--- src/rtl/addr_range_decode.sv ---
// Registered address/ID range decoder.
// An address is mapped to an output index through a run-time rule table.
// Each rule is either a [start, end) range or a NAPOT base/mask pair.
// The decode result is registered, so it appears one cycle after the inputs.

// Single-rule matcher, instantiated once per rule table entry.
module addr_range_rule_match #(
    parameter int unsigned AddrWidth = 32,
    parameter bit          Napot     = 1'b0
) (
    input  logic [AddrWidth-1:0] addr,
    input  logic [AddrWidth-1:0] start_addr,  // NAPOT base
    input  logic [AddrWidth-1:0] end_addr,    // NAPOT mask
    output logic                 hit
);

    // end_addr == 0 means "up to the top of the address space"; the
    // comparisons are unsigned at full width, so start > end never hits.
    always_comb begin
        hit = 1'b0;
        if (Napot) begin
            hit = ((addr ^ start_addr) & end_addr) == '0;
        end else begin
            hit = (addr >= start_addr) &&
                  ((addr < end_addr) || (end_addr == '0));
        end
    end

endmodule

module addr_range_decode #(
    parameter  int unsigned NoIndices = 2,
    parameter  int unsigned NoRules   = 1,
    parameter  int unsigned AddrWidth = 32,
    parameter  bit          Napot     = 1'b0,
    localparam int unsigned IdxWidth  = (NoIndices > 1) ? $clog2(NoIndices) : 1,
    localparam int unsigned RuleWidth = IdxWidth + 2 * AddrWidth
) (
    input  logic                         clk_i,
    input  logic                         rst_ni,
    input  logic [AddrWidth-1:0]         addr_i,
    input  logic [NoRules*RuleWidth-1:0] addr_map_i,
    input  logic [IdxWidth-1:0]          default_idx_i,
    input  logic                         en_default_idx_i,
    output logic [IdxWidth-1:0]          idx_o,
    output logic                         dec_valid_o,
    output logic                         dec_error_o
);

    // Packed MSB-to-LSB as {idx, start/base, end/mask}; rule i at i*RuleWidth.
    typedef struct packed {
        logic [IdxWidth-1:0]  idx;
        logic [AddrWidth-1:0] start_addr;
        logic [AddrWidth-1:0] end_addr;
    } rule_t;

    rule_t [NoRules-1:0] rules;
    logic  [NoRules-1:0] rule_hit;
    logic                match;
    logic [IdxWidth-1:0] match_idx;

    assign rules = addr_map_i;

    for (genvar g = 0; g < NoRules; g++) begin : g_rule
        addr_range_rule_match #(
            .AddrWidth (AddrWidth),
            .Napot     (Napot)
        ) u_match (
            .addr       (addr_i),
            .start_addr (rules[g].start_addr),
            .end_addr   (rules[g].end_addr),
            .hit        (rule_hit[g])
        );
    end

    // Ascending scan: the highest-numbered matching rule overwrites earlier hits.
    always_comb begin
        match     = 1'b0;
        match_idx = '0;
        for (int i = 0; i < NoRules; i++) begin
            if (rule_hit[i]) begin
                match     = 1'b1;
                match_idx = rules[i].idx;
            end
        end
    end

    // Output register: match, default on miss, or error (index forced to 0).
    always_ff @(posedge clk_i) begin
        if (!rst_ni) begin
            idx_o       <= '0;
            dec_valid_o <= 1'b0;
            dec_error_o <= 1'b0;
        end else if (match) begin
            idx_o       <= match_idx;
            dec_valid_o <= 1'b1;
            dec_error_o <= 1'b0;
        end else if (en_default_idx_i) begin
            idx_o       <= default_idx_i;
            dec_valid_o <= 1'b1;
            dec_error_o <= 1'b0;
        end else begin
            idx_o       <= '0;
            dec_valid_o <= 1'b0;
            dec_error_o <= 1'b1;
        end
    end

endmodule

--- config.mk ---
export PLATFORM = sky130hd
export DESIGN_NAME = addr_range_decode
export DESIGN_NICKNAME = d
export VERILOG_FILES = /design/src/rtl/addr_range_decode.sv
export SDC_FILE = /design/constraint.sdc
export NUM_CORES = 1
export LEC_CHECK = 0
export CAP_MARGIN = 0
export CORE_ASPECT_RATIO = 0.8
export CORE_MARGIN = 4
export CORE_UTILIZATION = 39
export DETAILED_ROUTE_END_ITERATION = 16
export PLACE_DENSITY = 0.84
export SYNTH_ARGS = -nofsm -noshare
export SYNTH_HDL_FRONTEND = slang
export SYNTH_SLANG_ARGS = --single-unit
export TNS_END_PERCENT = 10
--- constraint.sdc ---
create_clock -name clk_i -period 2.6 [get_ports clk_i]
set_clock_uncertainty 0.1 [all_clocks]
set_input_delay 0.52 -clock clk_i [delete_from_list [all_inputs] [get_ports clk_i]]
set_output_delay 0.52 -clock clk_i [all_outputs]
set_load 0.02 [all_outputs]
# Yosys cells after proc, flatten, opt, wreduce, memory -nomap -nowiden
# Index checks and enable logic that the tools add are counted.
# word_totals
word_cells,17
inputBits,101
output_inout_bits,3
reg_bits,3
# classes
n_lt_le_gt_ge,2
bitwise,1
muxes,7
reduce_logical,4
# ops
operator,count
greater-or-equal comparator 32 bit,1
logical NOT 32 bit,1
less-than comparator 32 bit,1
2-to-1 mux 1 bit,7
OR reduction 2 bit,1
logical AND 1 bit,1
logical OR 1 bit,1
inverter 1 bit,1

# Logic depth before layout (Yosys ltp)
# Gate-level depths: netlist of run 1.
# depth
ltp_word,5
depth_mapped,9
depth_no_buf,9

# By module
# From an unflattened synthesis of run 1, not the netlist that was laid out.
# unflattened
cells_unflattened,239
hier_area_um2,1747.9
# modules_own_cells
module,area_per_inst_um2,seq_area_each_um2,cells_each,n_inst
addr_range_rule_match,1650.3,0.0,231,1
addr_range_decode,97.6,60.1,8,1

# Least setup slack after synthesis of run 1
# OpenSTA, ideal clock, no wires.
# synth_path
kind,input-to-reg
startpoint,input addr_i[0]
endpoint,register dec_valid_o
cell_stages,8
n_path_buf,0
setup_ps,115
slack_ps,302
required_time_ps,2385
t_arrival_ps,2083
path_cell_list,inv_1 -> ha_1 -> nand2b_4 -> a2111oi_4 -> a2111oi_1 -> o311a_1 -> o22a_1 -> o21a_1
# synth_between
elab_chain_cells,5
elab_cells_between_ends,6
cone_classes,2 x order compare; 2 x mux; 2 x reduce/logical
# synth_rtl
element,line_no,rtl
"start, declared",41,"input logic [AddrWidth-1:0] addr_i,"
less-than comparator 32 bit,25,((addr < end_addr) || (end_addr == '0));
logical OR 1 bit,25,
logical AND 1 bit *,24,hit = (addr >= start_addr) &&
2-to-1 mux 1 bit *,81,if (rule_hit[i]) begin
2-to-1 mux 1 bit *,94,end else if (match) begin
"end signal, assigned",92,dec_valid_o <= 1'b0;
"end signal, assigned",96,dec_valid_o <= 1'b1;
"end signal, assigned",100,dec_valid_o <= 1'b1;
"end, declared",46,"output logic dec_valid_o,"
# Mark *: on every way between the ends. The rest lies on a longest branch, timed or not.
# A chain may end at the register's enable or synchronous reset.

# Worst setup path after layout of run 1
# layout_path
startpoint,input addr_i[2]
endpoint,register dec_valid_o
# The elaborated chain is that of the path after synthesis.

==> results.py, run 1 <==
metrics = {
    "status": {
        "status": "completed",
    },
    "global_route": {
        "grt_antenna_before_repair": 0,
        "grt_pass1_wl_um": 9060,
        "grt_max_degree": 5,
        "grt_overflow": 0,
        "grt_util_all_layers": 0.210,
        "grt_pass1_vias": 2082,
    },
    "clocking": {
        "clockBufferDepth": 2,
        "cts_setup_buffers": 0,
        "cts_buffers": 3,
        "clk_pin_slew_ns": 0.04,
        "htree_levels": 1,
        "cts.sinks": 3,
        "cts_root_buffer": "clkbuf_8",
        "cts_tree": "yes",
    },
    "route": {
        "viasPerCell": 4.90,
        "drc": 0,
        "vias": 2138,
        "drt_pass1_iterations": 4,
        "wl_per_cell_um": 14.1,
        "drt_iter0_drc": 36,
        "drtAntennaViolNets": 0,
        "drt_wl_total_um": 6170,
    },
    "placement": {
        "place_ws_ns": -0.354,
        "place_congestion": 0.889,
        "port_buffers": 103,
        "hpwl_um": 5170,
    },
    "power_and_ir_drop": {
        "pwr-share-clk": 0.214,
        "p_per_area_nw_per_um2": 211,
        "leakage_nw": 1.64,
        "seq_power_share": 0.075,
        "pwr-share-comb": 0.711,
        "irDropWorstVdd_mv": 0.258,
        "power.internal_mw": 0.447,
        "power.switching_mw": 0.242,
        "swShare": 0.352,
    },
    "final_layout": {
        "antenna_cells": 0,
        "syn_to_final_growth_pct": 87.7,
        "nets": 544,
        "layout_common_cells": "clkdlybuf4s50_1, inv_1, ha_1",
        "final_common_cell": "clkdlybuf4s50_1",
        "drive_above_1_share": 0.153,
        "fin_util": 0.767,
    },
    "timing": {
        "rsz0062_at_grt": "true",
        "worst_slack_ns": 0.0786,
        "period_needed_ns": 2.52,
        "slew_headroom": 0.686,
        "worst_pin_slew_ns": 0.467,
        "setup_viol": 0,
        "clock.fmax_ghz": 0.397,
        "hold_viol_final": 0,
        "period_share": 0.970,
        "slew_violations": 0,
    },
    "critical_path": {
        "cp-startpoint": "addr_i[2]",
        "critical_path_class": "input port to register",
        "end_kind": "register",
        "crit_path_max_fanout": 3,
        "max_stage_delay_ns": 0.45,
        "crit_required_ns": 2.61,
        "cp_cell_sequence": "clkdlybuf4s50_1 > buf_4 > ha_1 > a2111oi_4 > a2111oi_2 > o311a_1 > o22a_2 > o21a_1",
        "cp.arrival_ns": 2.54,
        "slowest_stage": "clkdlybuf4s50_1",
        "critPathCapture": "dec_valid_o$_SDFF_PN0_",
        "cp-start-kind": "input port",
    },
    "logic_synthesis": {
        "synth_compound_area_frac": 0.183,
        "syn-instance-count": 241,
        "yosysSeqAreaShare": 0.0345,
        "synth.area.mux_share": 0.00575,
        "synthesis.area_um2": 1740,
        "avgSynthCellArea_um2": 7.22,
        "synthTopCellsByArea": "ha_1, inv_1, a21oi_1",
        "synthAdderAreaFrac": 0.453,
        "synth_cell_types": 27,
        "synth-simple-area-share": 0.185,
        "synth-xor-area-share": 0,
        "post-synth-top-area-cell": "ha_1",
        "synth_top_family_by_area": "adder cells",
        "synth.net_count": 405,
        "ys_ff_latch": 3,
        "yosys_warnings": 0,
        "synth_top_area_share": 0.453,
    },
    "floorplan": {
        "fp.coreArea_um2": 4260,
        "die_h_um": 67.8,
        "die_area_um2": 5600,
        "rows": 21,
        "start_util": 0.409,
        "io-pin-count": 104,
        "die_x_um": 82.7,
    },
    "worst_hold_path": {
        "hold_depth": 3,
        "hp-class": "input port to register",
    },
    "flow_run": {
        "maxCapViolations": 0,
    },
}
## worst min path at each step
stage | start | to
final | default_idx_i | idx_o$_SDFF_PN0_
after CTS | default_idx_i | idx_o$_SDFF_PN0_
after detailed placement | default_idx_i | idx_o$_SDFF_PN0_
after global placement | default_idx_i | idx_o$_SDFF_PN0_
after global routing | addr_map_i[64] | idx_o$_SDFF_PN0_
after floorplan | en_default_idx_i | dec_error_o$_SDFF_PP0_
## registers in the layout (all words and copies together) (netlist names)
| signal | flops |
|---|---|
| idx_o | 1 |
| dec_valid_o | 1 |
| dec_error_o | 1 |
## final cells by class
class                   count  area [um2]
flip-flops and latches      3        60.1
multi-input cells         174        1580
inverters                  64         240
clock buffers               4        45.0
fillers                   320         990
repair buffers            134        1270
well taps                  57        71.3
## stage by stage
| step | power, mW | hold slack (ns) | instance area (um2) | TNS, ns | std cells |
|---|---|---|---|---|---|
| 4_1_cts | 0.658 | 0.781 | 3140 | -0.00191 | 436 |
| 5_1_grt | 0.743 | 0.790 | 3270 | -0.149 | 436 |
| 6_report | 0.690 | 0.779 | 3270 | 0 | 436 |
| 3_3_place_gp | 0.483 | 1.01 | 3080 | -0.682 | 432 |
| 2_1_floorplan | 0.235 | 0.490 | 1740 | 0 | 241 |
| 3_5_place_dp | 0.498 | 1.02 | 3080 | -0.906 | 432 |
## cells by family after synthesis
family,count (synthesis)
flops,3
mux,1
simple gates,61
buf+inv,64
compound gates,49
fa+ha+maj,63
## power by group through the flow
stage                     Combinational, mW  Sequential (mW)  Clock (mW)
after floorplan                       0.178           0.0565           0
after global placement                0.431           0.0519           0
after detailed placement              0.447           0.0519           0
after CTS                             0.458           0.0515       0.148
after global routing                  0.543           0.0517       0.148
final                                 0.490           0.0516       0.148
## cells in the mapped netlist
library cell  instances
a21oi_1              19
o211ai_1              1
nand4_1              13
a221o_1               1
nor2_1               11
a2111oi_1             1
nor4_1                9
o311a_1               1
inv_1                64
nand2_1              15
nor3_1                1
nand3_1               7
dfxtp_1               3
ha_1                 63
a31oi_1               1
o21ai_0              12
a211oi_1              8
o22a_1                1
and4_1                1
a221oi_1              1
nand2b_4              1
nor2b_1               2
mux2i_1               1
a2111oi_4             1
o21a_1                1
a21o_1                1
nor3b_2               1
## routing by layer
metal  vias to the layer above  track usage  wire length (um)
li1                       1133            -                 -
met1                       930        0.275              2780
met2                        67        0.370              2860
met3                         8       0.0253               480
met4                         0       0.0367                45
met5                         -            0                 0
## repair_timing
action | in CTS | in global routing
resized for setup | 5 | 25
setup endpoints to repair | 3 | 3
hold buffers | 0 | 0
pin swaps | 4 | 16
hold endpoints to repair | 0 | 0
## worst max-delay path: cells and delay by family
kind / cells / cell delay [ns]
AO/OA/AOI/OAI: 5 / 1.19
adder cells (fa/ha/maj): 1 / 0.22
buffers and inverters: 2 / 0.60
Power figures use the tool's default switching activity.
==> inputs of run 2 (changes only) <==
Settings changed: CORE_UTILIZATION 39 to 35, PLACE_DENSITY 0.84 to 0.8, RECOVER_POWER set to 100.
Clock period 2.6 ns to 2.3 ns, I/O delays scaled along.
==> results.py, run 2 (same netlist as run 1, synthesis figures left out) <==
metrics = {
    "status": {
        "status": "completed",
    },
    "global_route": {
        "grt_antenna_before_repair": 0,
        "grt_pass1_wl_um": 11400,
        "grt_util_all_layers": 0.223,
        "grt_overflow": 0,
        "grt_max_degree": 5,
        "grt_pass1_vias": 2537,
    },
    "floorplan": {
        "io-pin-count": 104,
        "start_util": 0.370,
        "die_h_um": 71.1,
        "die_area_um2": 6170,
        "die_x_um": 86.8,
        "rows": 22,
        "fp.coreArea_um2": 4710,
    },
    "route": {
        "dr_wl_met2_um": 3530,
        "wl_per_cell_um": 15.7,
        "top_layer_used": "met4",
        "wl_met3_um": 470,
        "wl_met1_um": 2980,
        "vias": 2248,
        "drc": 0,
        "drt_iter0_drc": 35,
        "drt_pass1_iterations": 8,
        "drtAntennaViolNets": 0,
        "drt_wl_total_um": 7070,
        "viasPerCell": 5.01,
    },
    "placement": {
        "port_buffers": 103,
        "hpwl_um": 5310,
        "post_dp_cell_area_um2": 3130,
        "place_congestion": 0.852,
    },
    "final_layout": {
        "top_regs": "dec_error_o x1, dec_valid_o x1, idx_o x1",
        "drive_above_1_share": 0.398,
        "stdcell_area_um2": 3750,
        "syn_to_final_growth_pct": 115,
        "nets": 554,
        "fillCellCount": 320,
        "final_common_cell": "dlygate4sd2_1",
        "layout_common_cells": "dlygate4sd2_1, buf_4, ha_4",
        "multi_input_area_um2": 2030,
        "fin_util": 0.796,
        "antenna_cells": 0,
        "register_area_um2": 60.1,
    },
    "clocking": {
        "clockBufferDepth": 2,
        "clk_pin_slew_ns": 0.04,
        "cts_root_buffer": "clkbuf_8",
        "cts-hold-fix-buffers": 0,
        "htree_levels": 1,
        "cts.sinks": 3,
        "cts_buffers": 3,
        "cts_tree": "yes",
    },
    "timing": {
        "slew_violations": 0,
        "slew_headroom": 0.714,
        "period_needed_ns": 2.22,
        "hold_viol_final": 0,
        "period_share": 0.966,
        "setup_viol": 0,
        "worst_pin_slew_ns": 0.425,
        "clock.fmax_ghz": 0.450,
        "fin_hold_ws_ns": 0.732,
    },
    "power_and_ir_drop": {
        "p_per_area_nw_per_um2": 229,
        "leakage_nw": 1.87,
        "finalPower_mw": 0.858,
        "irDropWorstVdd_mv": 0.268,
    },
    "critical_path": {
        "crit_path_max_fanout": 3,
        "end_kind": "register",
        "critical_path_class": "input port to register",
        "cp.arrival_ns": 2.23,
        "cp-start-kind": "input port",
        "crit_required_ns": 2.31,
    },
    "flow_run": {
        "maxCapViolations": 0,
    },
    "worst_hold_path": {
        "hold_depth": 3,
        "hp-class": "input port to register",
        "min_to": "idx_o$_SDFF_PN0_",
        "min_from": "addr_map_i[64]",
    },
}
run 2: changes by cell type in the layout (fill, tap and decap cells not counted), moves of 4 or more:
cell             previous run  this run
a21oi_1                    14         8
a21oi_2                     5        10
buf_4                      31        41
clkdlybuf4s50_1           100        18
dlygate4sd2_1               0        62
dlymetal6s2s_1              3        17
ha_1                       57        21
ha_2                        0         6
ha_4                        6        36
inv_1                      64        30
inv_2                       0        34
o21ai_0                     6         2
run 2: how the worst max path moves through the flow:
stage	depth (start not counted)	end	start
2_1_floorplan	8	dec_valid_o$_SDFF_PN0_	addr_i[0]
3_3_place_gp	9	dec_valid_o$_SDFF_PN0_	addr_i[0]
3_5_place_dp	10	idx_o$_SDFF_PN0_	addr_map_i[2]
4_1_cts	10	idx_o$_SDFF_PN0_	addr_map_i[1]
5_1_grt	9	dec_valid_o$_SDFF_PN0_	addr_i[15]
6_report	8	dec_valid_o$_SDFF_PN0_	addr_i[2]
run 2: metrics by stage:
step           worst slack (ns)  setup TNS, ns  cells
6_report                 0.0788              0    449
5_1_grt                 -0.0160        -0.0160    449
4_1_cts                 0.00176              0    449
3_5_place_dp             -0.564          -1.57    442
3_3_place_gp             -0.503          -1.44    442
2_1_floorplan            0.0621              0    241
run 2: power by group:
part / switching (mW) / internal (mW)
clock: 0.0407 / 0.119
sequential: 0.000952 / 0.0566
combinational: 0.284 / 0.357
run 2: critical path, stage by stage:
cell and delay [ns]:
dlygate4sd2_1 0.28, buf_4 0.15, ha_2 0.19, a2111oi_4 0.28, a2111oi_2 0.09, o311a_1 0.35, o22a_2 0.26, o21a_1 0.17
run 2: metal layers:
layer  vias up  track usage
met1      1001        0.270
met2        83        0.402
met3        12       0.0349
met5         -            0
met4         0       0.0588
li1       1152            -
run 2: timing repair:
item,4_1_cts,5_1_grt
gates cloned,0,0
pin swaps,47,27
setup buffers,3,0
endpoints found under the setup margin,3,3
resized for setup,159,47
run 2: final cells by class:
type	instances	area share
Multi-Input combinational cell	174	0.543
Timing Repair Buffer	144	0.345
Inverter	64	0.0641
Tap cell	60	0.0200
Sequential cell	3	0.0160
Clock buffer	4	0.0120
==> inputs of run 3 (changes only) <==
Settings changed: CAP_MARGIN 0 to unset.
==> results of run 3 <==
No change in the layout: final DEF, timing and power equal those of run 2.
